[config.mk]
export PLATFORM = sky130hd
export DESIGN_NAME = matmul_seq
export DESIGN_NICKNAME = d
export VERILOG_FILES = /design/src/rtl/matmul_seq_pkg.sv /design/src/rtl/matmul_seq_idx_addr_gen.sv /design/src/rtl/matmul_seq.sv
export SDC_FILE = /design/constraint.sdc
export NUM_CORES = 1
export LEC_CHECK = 0
export CAP_MARGIN = 30
export CORE_MARGIN = 5
export CORE_UTILIZATION = 40
export CTS_CLUSTER_DIAMETER = 40
export DETAILED_ROUTE_END_ITERATION = 12
export SLEW_MARGIN = 20
export SYNTH_ARGS = -nofsm -noshare
export SYNTH_HDL_FRONTEND = slang
export SYNTH_SLANG_ARGS = --single-unit
[constraint.sdc]
create_clock -name CLK -period 3.7 [get_ports CLK]
set_input_delay 0.37 -clock CLK [delete_from_list [all_inputs] [get_ports CLK]]
set_output_delay 0.37 -clock CLK [all_outputs]
set_load 0.02 [all_outputs]
[src/rtl/matmul_seq_pkg.sv]
// Shared types and pipeline constants for the sequential matrix-multiply sequencer.
package matmul_seq_pkg;

  typedef enum logic [1:0] {
    ST_IDLE,
    ST_ISSUE,
    ST_DRAIN,
    ST_DONE
  } state_t;

  // Stage (counted from the read issue) where the MAC sees data and where C is written back.
  localparam int READ_LAT = 1;
  localparam int WB_LAT   = 2;

endpackage

[src/rtl/matmul_seq_idx_addr_gen.sv]
// i/j/k loop counters (k fastest) with incremental row-major A, B and C addresses.
module idx_addr_gen #(
  parameter int ADDR_MSB         = 11,
  parameter int MAT_IDX_SIZE_MSB = 3
) (
  input  logic                    clk,
  input  logic                    rst_n,
  input  logic                    i_clear,
  input  logic                    i_step,
  input  logic [MAT_IDX_SIZE_MSB:0] i_m_last,
  input  logic [MAT_IDX_SIZE_MSB:0] i_k_last,
  input  logic [MAT_IDX_SIZE_MSB:0] i_n_last,
  output logic [ADDR_MSB:0]       o_a_addr,
  output logic [ADDR_MSB:0]       o_b_addr,
  output logic [ADDR_MSB:0]       o_c_addr,
  output logic                    o_k_first,
  output logic                    o_k_end,
  output logic                    o_final
);

  localparam int AW = ADDR_MSB + 1;
  localparam logic [MAT_IDX_SIZE_MSB:0] IDX_ONE  = 1;
  localparam logic [ADDR_MSB:0]         ADDR_ONE = 1;

  logic [MAT_IDX_SIZE_MSB:0] r_i, r_j, r_k;
  logic [ADDR_MSB:0]         r_a_addr, r_b_addr, r_c_addr, r_a_row;
  logic [ADDR_MSB:0]         w_k_stride, w_n_stride;
  logic                      w_k_end, w_j_end, w_i_end;

  assign w_k_stride = AW'(i_k_last) + ADDR_ONE;
  assign w_n_stride = AW'(i_n_last) + ADDR_ONE;
  assign w_k_end    = (r_k == i_k_last);
  assign w_j_end    = (r_j == i_n_last);
  assign w_i_end    = (r_i == i_m_last);

  // NOTE: all state uses non-blocking (<=) so every register sees pre-edge values.
  always_ff @(posedge clk) begin
    if (!rst_n || i_clear) begin
      r_i      <= '0;
      r_j      <= '0;
      r_k      <= '0;
      r_a_addr <= '0;
      r_b_addr <= '0;
      r_c_addr <= '0;
      r_a_row  <= '0;
    end else if (i_step && !o_final) begin
      if (!w_k_end) begin
        r_k      <= r_k + IDX_ONE;
        r_a_addr <= r_a_addr + ADDR_ONE;
        r_b_addr <= r_b_addr + w_n_stride;
      end else begin
        r_k      <= '0;
        r_c_addr <= r_c_addr + ADDR_ONE;
        if (!w_j_end) begin
          r_j      <= r_j + IDX_ONE;
          r_a_addr <= r_a_row;
          r_b_addr <= AW'(r_j) + ADDR_ONE;
        end else begin
          // New row of A: row base advances by one row length.
          r_j      <= '0;
          r_i      <= r_i + IDX_ONE;
          r_a_row  <= r_a_row + w_k_stride;
          r_a_addr <= r_a_row + w_k_stride;
          r_b_addr <= '0;
        end
      end
    end
  end

  assign o_a_addr  = r_a_addr;
  assign o_b_addr  = r_b_addr;
  assign o_c_addr  = r_c_addr;
  assign o_k_first = (r_k == '0);
  assign o_k_end   = w_k_end;
  assign o_final   = w_k_end && w_j_end && w_i_end;

endmodule

[src/rtl/matmul_seq.sv]
// Sequencer for C = A x B: issues operand reads, drives MAC accumulate controls and C write-back.
module matmul_seq
  import matmul_seq_pkg::*;
#(
  parameter int ADDR_MSB         = 11,
  parameter int MAT_IDX_SIZE_MSB = 3
) (
  input  logic                      CLK,
  input  logic                      RST_L,
  input  logic                      start,
  input  logic                      hold,
  input  logic [MAT_IDX_SIZE_MSB:0] m_last,
  input  logic [MAT_IDX_SIZE_MSB:0] k_last,
  input  logic [MAT_IDX_SIZE_MSB:0] n_last,
  output logic                      a_re,
  output logic                      b_re,
  output logic [ADDR_MSB:0]         a_addr,
  output logic [ADDR_MSB:0]         b_addr,
  output logic [ADDR_MSB:0]         c_addr,
  output logic                      acc_en,
  output logic                      acc_clr,
  output logic                      c_we,
  output logic                      busy,
  output logic                      done
);

  state_t                    r_state, w_state_nxt;
  logic [MAT_IDX_SIZE_MSB:0] r_m_last, r_k_last, r_n_last;
  logic                      w_start_ok, w_issue;
  logic [ADDR_MSB:0]         w_c_addr;
  logic                      w_k_first, w_k_end, w_final;

  logic [WB_LAT-1:0]         r_vld, r_kfirst, r_kend;
  logic [ADDR_MSB:0]         r_caddr_pipe [WB_LAT];

  assign w_start_ok = (r_state == ST_IDLE) && start;
  assign w_issue    = (r_state == ST_ISSUE) && !hold;

  idx_addr_gen #(
    .ADDR_MSB         (ADDR_MSB),
    .MAT_IDX_SIZE_MSB (MAT_IDX_SIZE_MSB)
  ) u_idx_addr_gen (
    .clk       (CLK),
    .rst_n     (RST_L),
    .i_clear   (w_start_ok),
    .i_step    (w_issue),
    .i_m_last  (r_m_last),
    .i_k_last  (r_k_last),
    .i_n_last  (r_n_last),
    .o_a_addr  (a_addr),
    .o_b_addr  (b_addr),
    .o_c_addr  (w_c_addr),
    .o_k_first (w_k_first),
    .o_k_end   (w_k_end),
    .o_final   (w_final)
  );

  always_ff @(posedge CLK) begin
    if (!RST_L) begin
      r_state  <= ST_IDLE;
      r_m_last <= '0;
      r_k_last <= '0;
      r_n_last <= '0;
    end else begin
      r_state <= w_state_nxt;
      if (w_start_ok) begin
        r_m_last <= m_last;
        r_k_last <= k_last;
        r_n_last <= n_last;
      end
    end
  end

  // NOTE: every always_comb output gets a default first, so no path can infer a latch.
  always_comb begin
    w_state_nxt = r_state;
    unique case (r_state)
      ST_IDLE:  if (start) w_state_nxt = ST_ISSUE;
      ST_ISSUE: if (w_issue && w_final) w_state_nxt = ST_DRAIN;
      // Leave once only the write-back stage can still hold a valid entry.
      ST_DRAIN: if (!(|r_vld[WB_LAT-2:0])) w_state_nxt = ST_DONE;
      ST_DONE:  w_state_nxt = ST_IDLE;
      default:  w_state_nxt = ST_IDLE;
    endcase
  end

  // NOTE: this small address array is reset because c_addr must read 0 after reset;
  // a true storage RAM would be left unreset.
  always_ff @(posedge CLK) begin
    if (!RST_L) begin
      r_vld    <= '0;
      r_kfirst <= '0;
      r_kend   <= '0;
      for (int s = 0; s < WB_LAT; s++) r_caddr_pipe[s] <= '0;
    end else begin
      r_vld[0] <= w_issue;
      if (w_issue) begin
        r_kfirst[0]     <= w_k_first;
        r_kend[0]       <= w_k_end;
        r_caddr_pipe[0] <= w_c_addr;
      end
      for (int s = 1; s < WB_LAT; s++) begin
        r_vld[s] <= r_vld[s-1];
        if (r_vld[s-1]) begin
          r_kfirst[s]     <= r_kfirst[s-1];
          r_kend[s]       <= r_kend[s-1];
          r_caddr_pipe[s] <= r_caddr_pipe[s-1];
        end
      end
    end
  end

  assign a_re    = w_issue;
  assign b_re    = w_issue;
  assign acc_en  = r_vld[READ_LAT-1];
  assign acc_clr = r_vld[READ_LAT-1] && r_kfirst[READ_LAT-1];
  assign c_we    = r_vld[WB_LAT-1] && r_kend[WB_LAT-1];
  assign c_addr  = r_caddr_pipe[WB_LAT-1];
  assign busy    = (r_state == ST_ISSUE) || (r_state == ST_DRAIN);
  assign done    = (r_state == ST_DONE);

endmodule

After elaboration in Yosys (flattened, before gate mapping)

Memories as Yosys holds them, arrays and structs flattened.
Cells that the tools add are included.
W data, S select, Z words.

Register bits: 79
Bits in latches: 0
Bits in writable memories: 24
Memory bits (read-only): 0
Input bits: 16
Output and inout port bits: 43
Logic and storage cells: 74
Memories kept: 1

Add/sub/neg operators: 10
Multipliers: 0
Div/mod/pow operators: 0
$lt $le $gt $ge: 0
Equality and inequality tests: 9
Shift-type cells: 0
Mux-type cells: 19
Bitwise operators: 2
Reduce and logical (&&, ||, !) cells: 18

Memory list:

| memory       | depth | bits a word | rd ports | clocked after memory_dff | write ports | RTL line         | text |
|---|---|---|---|---|---|---|---|
| r_caddr_pipe | 2     | 12          | 2        | 0                        | 2           | matmul_seq.sv:34 | `logic [ADDR_MSB:0] r_caddr_pipe [WB_LAT];` |

Operators by type and width:

| cell                    | count |
|---|---|
| $mux W12                | 6 |
| $add A12 B1 Y12 const B | 2 |
| $add A12 B12 Y12        | 2 |
| $add A4 B1 Y5 const B   | 3 |
| $add A4 B1 Y4 const B   | 3 |
| $eq A4 B4 Y1            | 3 |
| $logic_and A1 B1 Y1     | 8 |
| $mux W4                 | 2 |
| $pmux W2 S4             | 1 |
| $mux W1                 | 7 |
| $mux W2                 | 3 |
| $reduce_and A3 Y1       | 2 |
| $eq A2 B2 Y1 const B    | 2 |
| $logic_not A4 Y1        | 1 |
| $ne A2 B2 Y1 const B    | 2 |
| $logic_not A1 Y1        | 3 |
| $eq A2 B1 Y1 const B    | 1 |
| $logic_not A2 Y1        | 1 |
| $logic_or A1 B1 Y1      | 2 |
| $ne A2 B1 Y1 const B    | 1 |
| $or A1 B1 Y1            | 2 |
| $reduce_and A2 Y1       | 1 |

Depth between registers and ports, before layout

Gate-level depths: netlist (run 1).

Depth after elaboration: 6
Gate-level depth with buffers: 10
Mapped depth without buffers: 9

By module

Synthesis (run 1) repeated with hierarchy kept, for this count alone.

Cells, all modules: 607
Area, all modules: 5,505.3 µm²

Modules (own cells, without submodules):

| module       | times used | cells an instance | area an instance (µm²) |
|---|---|---|---|
| idx_addr_gen | 1          | 454               | 3,636.0 |
| matmul_seq   | 1          | 153               | 1,869.3 |

Worst setup path before layout (run 1)

OpenSTA, ideal clock, no wires.

Path type: reg-to-reg
Start point: reg r_k_last[0]
End point: reg u_idx_addr_gen.r_a_row[11]
Setup time: 59 ps
Arrival: 2,260 ps
Path slack: 1,380 ps
Stages on the path, launching flop included: 9
Period minus slack after synthesis: 2,320 ps
Cell sequence: dfxtp_1 -> ha_1 -> and3_1 -> ha_1 -> nand4_1 -> a211oi_1 -> nand2_2 -> or4_1 -> nand2_1

Longest elaborated chain between the ends: 6
Elaborated cells on any way between the ends: 9
Classes of those cells: add/sub (2); eq/ne (1); mux (1); reduce/logical (5)

Ends and longest elaborated chain:

| what                                                     | RTL line                      | text |
|---|---|---|
| start: declaration                                       | matmul_seq.sv:28              | `logic [MAT_IDX_SIZE_MSB:0] r_m_last, r_k_last, r_n_last;` |
| start signal: assignment                                 | matmul_seq.sv:68              | `r_k_last <= k_last;` |
| branches (longest 6 deep; another with $add A12 B12 Y12) | n/a                           |  |
| end signal: assignment                                   | matmul_seq_idx_addr_gen.sv:62 | `r_a_row <= r_a_row + w_k_stride;` |
| end: declaration                                         | matmul_seq_idx_addr_gen.sv:26 | `logic [ADDR_MSB:0] r_a_addr, r_b_addr, r_c_addr, r_a_row;` |

Parallel ways; which one is timed is not known.
A chain may end at the register's enable or synchronous reset.

Final worst setup path (run 1)

Start point: reg r_k_last[2]
End point: reg u_idx_addr_gen.r_a_row[6]

Same word-level chain as after synthesis.

==> impl_metrics.tcl, run 1 <==
set metrics [dict create \
    r2r-start "r_k_last[2]" \
    cts.sinks 103 \
    core_um2 12700 \
    cp_slowest_cell "and4_1" \
    p_seq_share_pct 39.9 \
    place_area_um2 5900 \
    htreeDepth 3 \
    dp.cells 780 \
    ir_drop_mv 0.367 \
    finalSetupTns_ns 0 \
    hold_depth 2 \
    min_period_ns 2.60 \
    critPathKind "reg2reg" \
    fin_hold_ws_ns 0.464 \
    drive_above_1_share_pct 5.13 \
    critPathCaptureType "flip-flop" \
    pwr-share-clk_pct 30.6 \
    cts_tree "done" \
    synth_area_um2 5250 \
    cp_cell_sequence "xnor2_1 -> and4_1 -> o211ai_2 -> buf_4 -> or3_1 -> a21oi_1" \
    cts_setup_buffers 0 \
    yosysSeqAreaShare_pct 43.8 \
    hold_viol_final 0 \
    max_stage_delay_ns 0.58 \
    min_from "r_kend[0]" \
    p_leak_nw 2.29 \
    cts-root-buf "clkbuf_16" \
    cp.arrival_ns 2.86 \
    cts_buffers 9 \
    rsz0062_at_grt "no" \
    die_y_um 125 \
    final_antenna_net_count 0 \
    maxCapViolations 0 \
    switching_power_mw 1.13 \
    port_buffers 58 \
    ys_ff_latch 103 \
    drtIter0Drc 242 \
    grt_pass1_vias 4251 \
    crit_required_ns 3.96 \
    ys_async_sr_fraction_pct 0 \
    gr-total-overflow 0 \
    design_area_um2 6220 \
    tightest_slew_ns 0.796 \
    status "complete, no violations" \
    rows 41 \
    antenna_found_initial 0 \
    hold_path_end "r_kend[0]" \
    dpl.hpwl_um 8910 \
    start_util_pct 41.3 \
    syn2layout_area_growth_pct 18.3 \
    ff2ff_setup_slack_ns 1.10 \
    viasPerCell 5.23 \
    pwr-share-comb_pct 29.6 \
    track_usage_pct 15.8 \
    hold_buffers 0 \
    path_clk_slew_ns 0.07 \
    synthDistinctLibCells 54 \
    final_util_pct 48.9 \
    fin_cells 796 \
    synth_edf_count 24 \
    r2r-end "u_idx_addr_gen.r_a_row[6]" \
    swShare_pct 34.1 \
    grt_max_degree 30 \
    dieArea_um2 15500 \
    p_int_mw 2.19 \
    clock.fmax_ghz 0.384 \
    setup_slack_ns 1.10 \
    antenna_cells 0 \
    setup.worst_path.start_class "flip-flop" \
    power_density_nw_per_um2 535 \
    drt_first_pass_iters 5 \
    place.gp.congestion 0.844 \
    ys_warn_count 0 \
    ctsLongestPathBuffers 2 \
    r2r_cells 6 \
    fin_total_pwr_mw 3.33 \
    grt_pass1_wl_um 20500 \
    wl_per_cell_um 15.0 \
    dp_slack_ns 1.05 \
    clkLatencyLatePin_ns 0.35 \
    critPathMaxFanout 16 \
    final.setup_skew_ns 0.0130 \
    final_nets 660 \
    setup_viol 0 \
    slew_viol_final 0 \
    syn_nets 620 \
    cts_resized 0 \
    synthFlopType "dfxtp_1" \
    hold_path.class "reg2reg" \
    wl_um 11900 \
    netlist_instances 579 \
    num_io_pins 59 \
    fin_crit_sh_pct 70.3 \
    die_x_um 125 \
    max_slew_margin_pct 46.8 \
    route.detailed.drc 0 \
    num_vias 4162 \
    syn_avg_cell_area_um2 9.07 \
]
[layer usage]
| metal | global-route usage, % | vias to the layer above | share of wire, % | wire length [um] |
|---|---|---|---|---|
| li1 | - | 2091 | - | - |
| met1 | 20.3 | 1958 | 46 | 5450 |
| met2 | 26.1 | 94 | 48 | 5710 |
| met3 | 3.26 | 19 | 4.4 | 524 |
| met4 | 5.87 | 0 | 2.0 | 244 |
| met5 | 0 | - | 0 | 0 |
[worst max-delay path by stage]
stage	start	endpoint	slack [ns]
floorplan	r_k_last[0]	u_idx_addr_gen.r_a_row[11]	1.38
global placement	RST_L	u_idx_addr_gen.o_a_addr[4]	1.01
detailed placement	RST_L	u_idx_addr_gen.o_a_addr[4]	1.05
CTS	r_k_last[0]	u_idx_addr_gen.o_a_addr[11]	1.11
global route	r_k_last[0]	u_idx_addr_gen.o_a_addr[9]	0.86
finish	r_k_last[2]	u_idx_addr_gen.r_a_row[6]	1.10
[cell usage after synthesis (8+ instances only)]
library cell	number	area share, %
a21o_1	9	1.3
inv_1	10	0.71
a21oi_1	41	3.9
nand2_1	71	5.1
and2_1	28	3.3
o21ai_0	20	1.9
buf_4	14	2.0
xnor2_1	43	7.2
dfxtp_1	79	30
nor2_1	50	3.6
a211oi_1	8	1.1
nor3_1	17	1.6
edfxtp_1	24	14
clkbuf_1	17	1.2
nand3_1	25	2.4
nand4_1	9	1.1
ha_1	23	5.5
xor2_1	16	2.7
[cells by family (layout without fill, tap and decap cells)]
logic type               Yosys count  after routing  synth area share [%]
adder cells (fa/ha/maj)           25             25                  6.24
flip-flops                       103            103                  43.8
AO/OA/AOI/OAI                    105            105                  12.6
buffers and inverters             48             93                  4.81
multiplexers                       4              4                 0.786
AND/OR/NAND/NOR                  235            235                  21.9
XOR/XNOR                          59             59                  9.84
[layout by cell type (no fill, tap or decap), types with 9 or more instances in the layout]
master / n
nor2_1: 50
and2_1: 28
o21ai_0: 20
nor3_1: 17
inv_1: 10
clkbuf_16: 9
ha_1: 23
nand3_1: 25
nand4_1: 9
dfxtp_1: 79
clkdlybuf4s50_1: 58
nand2_1: 71
xnor2_1: 43
a21oi_1: 41
a21o_1: 9
edfxtp_1: 24
xor2_1: 16
[power by group through the flow]
stage	combinational [mW]	clock [mW]	sequential (mW)
2_1_floorplan	0.688	0	1.35
3_3_place_gp	0.963	0	1.35
3_5_place_dp	0.985	0	1.35
4_1_cts	0.988	1.05	1.33
5_1_grt	1.08	1.09	1.34
6_report	0.983	1.02	1.33
[area by class of cell]
class	instances	area, um2
Fill cell	1273	6510
Tap cell	172	215
Clock inverter	6	90.1
Inverter	11	41.3
Sequential cell	103	2300
Multi-Input combinational cell	428	2700
Timing Repair Buffer	66	641
Clock buffer	10	229
[critical path, delay by kind of cell (launching register included)]
family | cells | cell delay, ns
compound gates | 2 | 0.63
xor+xnor | 1 | 0.18
buf+inv | 1 | 0.34
flops | 1 | 0.43
simple gates | 2 | 0.93
[registers in the layout, summed over array words and instances (netlist names), 4 cells and up]
register and count:
r_caddr_pipe 24, r_k_last 4, r_m_last 4, r_n_last 4, u_idx_addr_gen.o_a_addr 12, u_idx_addr_gen.o_b_addr 12
u_idx_addr_gen.o_c_addr 12, u_idx_addr_gen.r_a_row 12, u_idx_addr_gen.r_i 4, u_idx_addr_gen.r_j 4, u_idx_addr_gen.r_k 4
(Power assumes the default switching activity.)
==> run 2, diff against run 1 <==
==> constraint.sdc (replaced) <==
create_clock -name CLK -period 2.5 [get_ports CLK]
set_input_delay 0.25 -clock CLK [delete_from_list [all_inputs] [get_ports CLK]]
set_output_delay 0.25 -clock CLK [all_outputs]
set_load 0.02 [all_outputs]
==> run 2 against run 1 <==
Setup slack got worse by 1.0 ns; cell count rose by 2.0%; sequential power up 48%; largest cell class unchanged; largest power group unchanged; die area did not move; critical endpoint is now u_idx_addr_gen.o_a_addr[11].
==> impl_metrics.tcl, run 2 (same netlist as run 1, synthesis figures left out) <==
set metrics [dict create \
    p_leak_nw 2.35 \
    critPathCaptureType "flip-flop" \
    syn2layout_area_growth_pct 20.7 \
    num_io_pins 59 \
    die_y_um 125 \
    status "complete, no violations" \
    grt_max_degree 25 \
    hold_path.class "in2reg" \
    final.setup_skew_ns 0.00537 \
    setup_viol 0 \
    cp_slowest_cell "a2111oi_1" \
    clock.fmax_ghz 0.413 \
    min_period_ns 2.42 \
    drive_above_1_share_pct 8.75 \
    max_stage_delay_ns 0.57 \
    htreeDepth 3 \
    start_util_pct 41.3 \
    ir_drop_mv 0.396 \
    largest-register "r_caddr_pipe" \
    critPathKind "reg2reg" \
    fin_cells 812 \
    fillCellCount 1244 \
    max_slew_margin_pct 59.0 \
    power_density_nw_per_um2 776 \
    cts_tree "done" \
    fin_crit_sh_pct 96.9 \
    place.gp.congestion 0.805 \
    hold_viol_final 0 \
    track_usage_pct 16.2 \
    cp_cell_sequence "ha_1 -> ha_1 -> a21o_1 -> nand4_1 -> a2111oi_1 -> xor2_1 -> nor2_1 -> a211oi_1" \
    crit_required_ns 2.77 \
    dpl.hpwl_um 9140 \
    num_vias 4256 \
    cts_buffers 9 \
    slew_viol_final 0 \
    fin_hold_ws_ns 0.446 \
    final_cell_mix "dfxtp_1 (76), nand2_1 (71), clkdlybuf4s50_1 (58), nor2_1 (50), xnor2_1 (43)" \
    switching_power_mw 1.76 \
    gr-total-overflow 0 \
    final_antenna_net_count 0 \
    dieArea_um2 15500 \
    dp.cells 795 \
    wl_um 12300 \
    drt_first_pass_iters 4 \
    p_seq_share_pct 40.0 \
    cp.arrival_ns 2.69 \
    viasPerCell 5.24 \
    tightest_slew_ns 0.611 \
    final_common_cell "dfxtp_1" \
    cts.sinks 103 \
    multi_input_comb_area_um2 2730 \
    final_nets 676 \
    clkLatencyLatePin_ns 0.35 \
    pwr-share-clk_pct 27.5 \
    rows 41 \
    crit_buf_inv 0 \
    path_clk_slew_ns 0.07 \
    p_int_mw 3.15 \
    maxCapViolations 0 \
    ctsLongestPathBuffers 2 \
    crit_top_cell "ha_1" \
    die_x_um 125 \
    critPathMaxFanout 5 \
    antenna_found_initial 0 \
    grt_pass1_wl_um 20600 \
    port_buffers 58 \
    regArea_um2 2310 \
    wl_per_cell_um 15.2 \
    rsz0062_at_grt "yes" \
    core_um2 12700 \
    route.detailed.drc 0 \
    antenna_cells 0 \
    cts-root-buf "clkbuf_16" \
    pwr-share-comb_pct 32.5 \
    grt_pass1_vias 4193 \
    cp_top_family "compound AO/OA/AOI/OAI gates" \
    swShare_pct 35.9 \
    largest_reg_flops 24 \
    setup.worst_path.start_class "flip-flop" \
    drtIter0Drc 249 \
]
## run 2: final cells by class
cell class              instances  share of cell area, %
clock buffers                  10                   3.61
well taps                     172                   3.40
clock inverters                 6                  0.849
multi-input cells             428                   43.1
inverters                      11                  0.652
flip-flops and latches        103                   36.4
repair buffers                 82                   12.0
## run 2: power groups by stage
stage / clock network, mW / logic (mW) / registers (mW)
after global routing: 1.46 / 1.77 / 1.99
after global placement: 0 / 1.56 / 2.00
after floorplan: 0 / 1.02 / 2.00
final: 1.35 / 1.60 / 1.97
after detailed placement: 0 / 1.58 / 2.01
after CTS: 1.39 / 1.59 / 1.97
## run 2: timing repair
item	4_1_cts	5_1_grt
setup buffers	0	1
resized for setup	0	10
endpoints found under the setup margin	0	11
hold buffers	0	0
## run 2: per-layer routing
| metal | wire (um) | track usage [%] | share of wire [%] | vias to the layer above |
|---|---|---|---|---|
| met5 | 0 | 0 | 0 | - |
| met4 | 220 | 5.16 | 1.8 | 0 |
| met3 | 577 | 4.50 | 4.7 | 18 |
| met2 | 5920 | 27.1 | 48 | 73 |
| met1 | 5600 | 20.3 | 45 | 2031 |
| li1 | - | - | - | 2134 |
## run 2: worst reg2reg max path: cells and delay by family, from the launching register on
kind	cells	cell delay, ns
AO/OA/AOI/OAI	3	0.89
adder cells (fa/ha/maj)	2	0.63
flip-flops	1	0.35
AND/OR/NAND/NOR	2	0.30
XOR/XNOR	1	0.18
## run 2: worst paths after layout
check | startpoint | endpoint | slack [ns] | cells past startpoint
hold / removal | n_last[3] | r_n_last[3] | 0.45 | 3
setup / recovery | r_k_last[0] | u_idx_addr_gen.o_a_addr[11] | 0.08 | 8
hold reg to reg | r_kend[0] | r_kend[0] | 0.47 | 2
setup reg to reg | r_k_last[0] | u_idx_addr_gen.o_a_addr[11] | 0.08 | 8
## run 2: per-stage QoR
step	total power, mW	setup slack (ns)	cell area (um2)	utilization, %	setup TNS, ns
after floorplan	3.02	0.180	5250	-	0
after global placement	3.56	0.121	6010	47.2	0
after detailed placement	3.59	0.0586	6010	47.2	0
after CTS	4.95	0.0263	6290	49.5	0
after global routing	5.21	-0.0297	6340	49.8	-0.0509
final	4.92	0.0782	6340	49.8	0
==> RTL change: new RTL, config.mk and constraints of run 1 <==
`ADDR_MSB` is set to 11 in 2 places; all go to 12.
--- a/src/rtl/matmul_seq_idx_addr_gen.sv
+++ b/src/rtl/matmul_seq_idx_addr_gen.sv
@@ -1,6 +1,6 @@
 // i/j/k loop counters (k fastest) with incremental row-major A, B and C addresses.
 module idx_addr_gen #(
-  parameter int ADDR_MSB         = 11,
+  parameter int ADDR_MSB         = 12,
   parameter int MAT_IDX_SIZE_MSB = 3
 ) (
   input  logic                    clk,
--- a/src/rtl/matmul_seq.sv
+++ b/src/rtl/matmul_seq.sv
@@ -2,7 +2,7 @@
 module matmul_seq
   import matmul_seq_pkg::*;
 #(
-  parameter int ADDR_MSB         = 11,
+  parameter int ADDR_MSB         = 12,
   parameter int MAT_IDX_SIZE_MSB = 3
 ) (
   input  logic                      CLK,
Interface: changed (resized a_addr, b_addr and c_addr); port bits go from 59 to 62. No check against the original RTL was run, so the function may have changed too.
==> RTL change against run 1 <==
Wire length rose by 8.3%. Count of clock-buffer cells in the layout did not move. Maximum frequency decreased by 1.5%. Via count rose by 6.1%. Largest cell class unchanged. Clock power fell by 8%. Total power up 3.7%. Worst setup slack lost 0.040 ns. Synthesized cell count increased by 7.1%. Area after synthesis increased by 9.2%. Design area increased by 7.2%. Critical path type unchanged. Largest power group unchanged. Sequential cell count rose by 6. Critical path depth decreased by 1. Global-route usage up 0.051 points.
==> RTL change: results (changes against run 1) <==
INFO  metric worst_ir_drop_vdd = 271 uV (-26%)
INFO  metric globalRouteMet3Util = 3.60% (+0.34 points)
INFO  metric grt_first_pass_wirelength = 21.3 mm (+4.0%)
INFO  metric run_status = finished clean
INFO  metric syn_nets = 661 (+6.6%)
INFO  metric vias = 4414 (+6.1%)
INFO  metric max_fanout_on_critical_path = 19 (+3)
INFO  metric detailedRoute.firstIterationViolations = 347 (+43%)
INFO  metric gpl.final_weighted_congestion = 0.855 (+1.3%)
INFO  metric clock_skew = 0.00783 ns (-0.00512 ns)
INFO  metric grt_pass1_vias = 4309 (+1.4%)
INFO  metric use_met1 = 21.0% (+0.70 points)
INFO  metric critPathTopFamily = compound AO/OA/AOI/OAI gates
INFO  metric finalWirelength = 12.9 mm (+8.3%)
INFO  metric place_ws = 1.01 ns (-0.0368 ns)
INFO  metric share_of_yosys_cell_area_claimed_by_the_top_area_cell_type = 29.0% (-1.1 points)
INFO  metric place.detailed.hpwl = 9.43 mm (+5.9%)
INFO  metric post_synth_main_area_contributors = sky130_fd_sc_hd__dfxtp_1, sky130_fd_sc_hd__edfxtp_1, sky130_fd_sc_hd__xnor2_1, sky130_fd_sc_hd__ha_1, sky130_fd_sc_hd__nor2_1
INFO  metric length_of_routed_wiring_on_met1 = 6.01 mm (+10%)
INFO  metric synth.lib_cells_used.distinct = 66 (+22%)
INFO  metric pin_count_of_the_biggest_net_entering_global_routing = 28 (-6.7%)
INFO  metric gr-usage-met2 = 25.8% (-0.30 points)
INFO  metric leakage = 2.34 nW (+2.3%)
INFO  metric grt.total_usage = 15.8% (+0.051 points)
INFO  metric post_synth_most_frequent_cells = sky130_fd_sc_hd__dfxtp_1, sky130_fd_sc_hd__nor2_1, sky130_fd_sc_hd__nand2_1
INFO  metric met2RoutedLength = 6.19 mm (+8.5%)
INFO  metric cpPeakStageDelay = 0.92 ns (+0.34 ns)
INFO  metric number_of_buffer_cells_added_on_primary_ports = 61 (+5.2%)
INFO  metric critPathSlowestCell = sky130_fd_sc_hd__o211ai_2
INFO  metric num-nets-final = 700 (+6.1%)
INFO  metric worst_slew_pin_slew = 0.935 ns (+0.139 ns)
## RTL change: cell types whose count changed after synthesis, sizes merged, moves of 7 or more
cell   change
xnor2      -8
o21ai      -7
a21o       -7
mux2i      +9
and3       +8
inv        +8
nor2      +21
nand2      -9
## RTL change: kinds of logic after synthesis
| group | synth area share [%] |
|---|---|
| fa+ha+maj | 5.71 |
| simple gates | 22.1 |
| flops | 42.6 |
| compound gates | 13.0 |
| mux | 2.29 |
| buf+inv | 5.74 |
| xor+xnor | 8.55 |
## RTL change: stage by stage
stage,utilization [%],std cells,area (um2)
finish,47.6,844,6670
global route,47.6,844,6670
CTS,47.5,843,6650
detailed placement,45.5,827,6360
global placement,45.5,827,6360
floorplan,-,620,5740
## RTL change: area by class of cell
class	instances	area (um2)	area share [%]
clock buffer	10	229	3.44
clock inverter	6	57.6	0.864
sequential	109	2440	36.6
multi-input combinational	452	2970	44.5
tap	180	225	3.38
timing repair buffer	69	678	10.2
inverter	18	67.6	1.01
## RTL change: power groups by stage
stage	clock [mW]	sequential, mW	combinational [mW]
final	0.943	1.40	1.10
after detailed placement	0	1.43	1.09
after global placement	0	1.43	1.07
after floorplan	0	1.43	0.822
after global routing	1.02	1.42	1.20
after CTS	0.969	1.40	1.09
## RTL change: path summary, 6_finish.rpt
path,slack [ns],to,depth (start not counted),startpoint
worst min register to register,0.46,r_kfirst[0],2,r_kfirst[0]
worst max-delay path,1.06,u_idx_addr_gen.o_b_addr[5],5,u_idx_addr_gen.r_j[0]
worst min-delay path,0.46,r_kfirst[0],2,r_kfirst[0]
worst max register to register,1.06,u_idx_addr_gen.o_b_addr[5],5,u_idx_addr_gen.r_j[0]
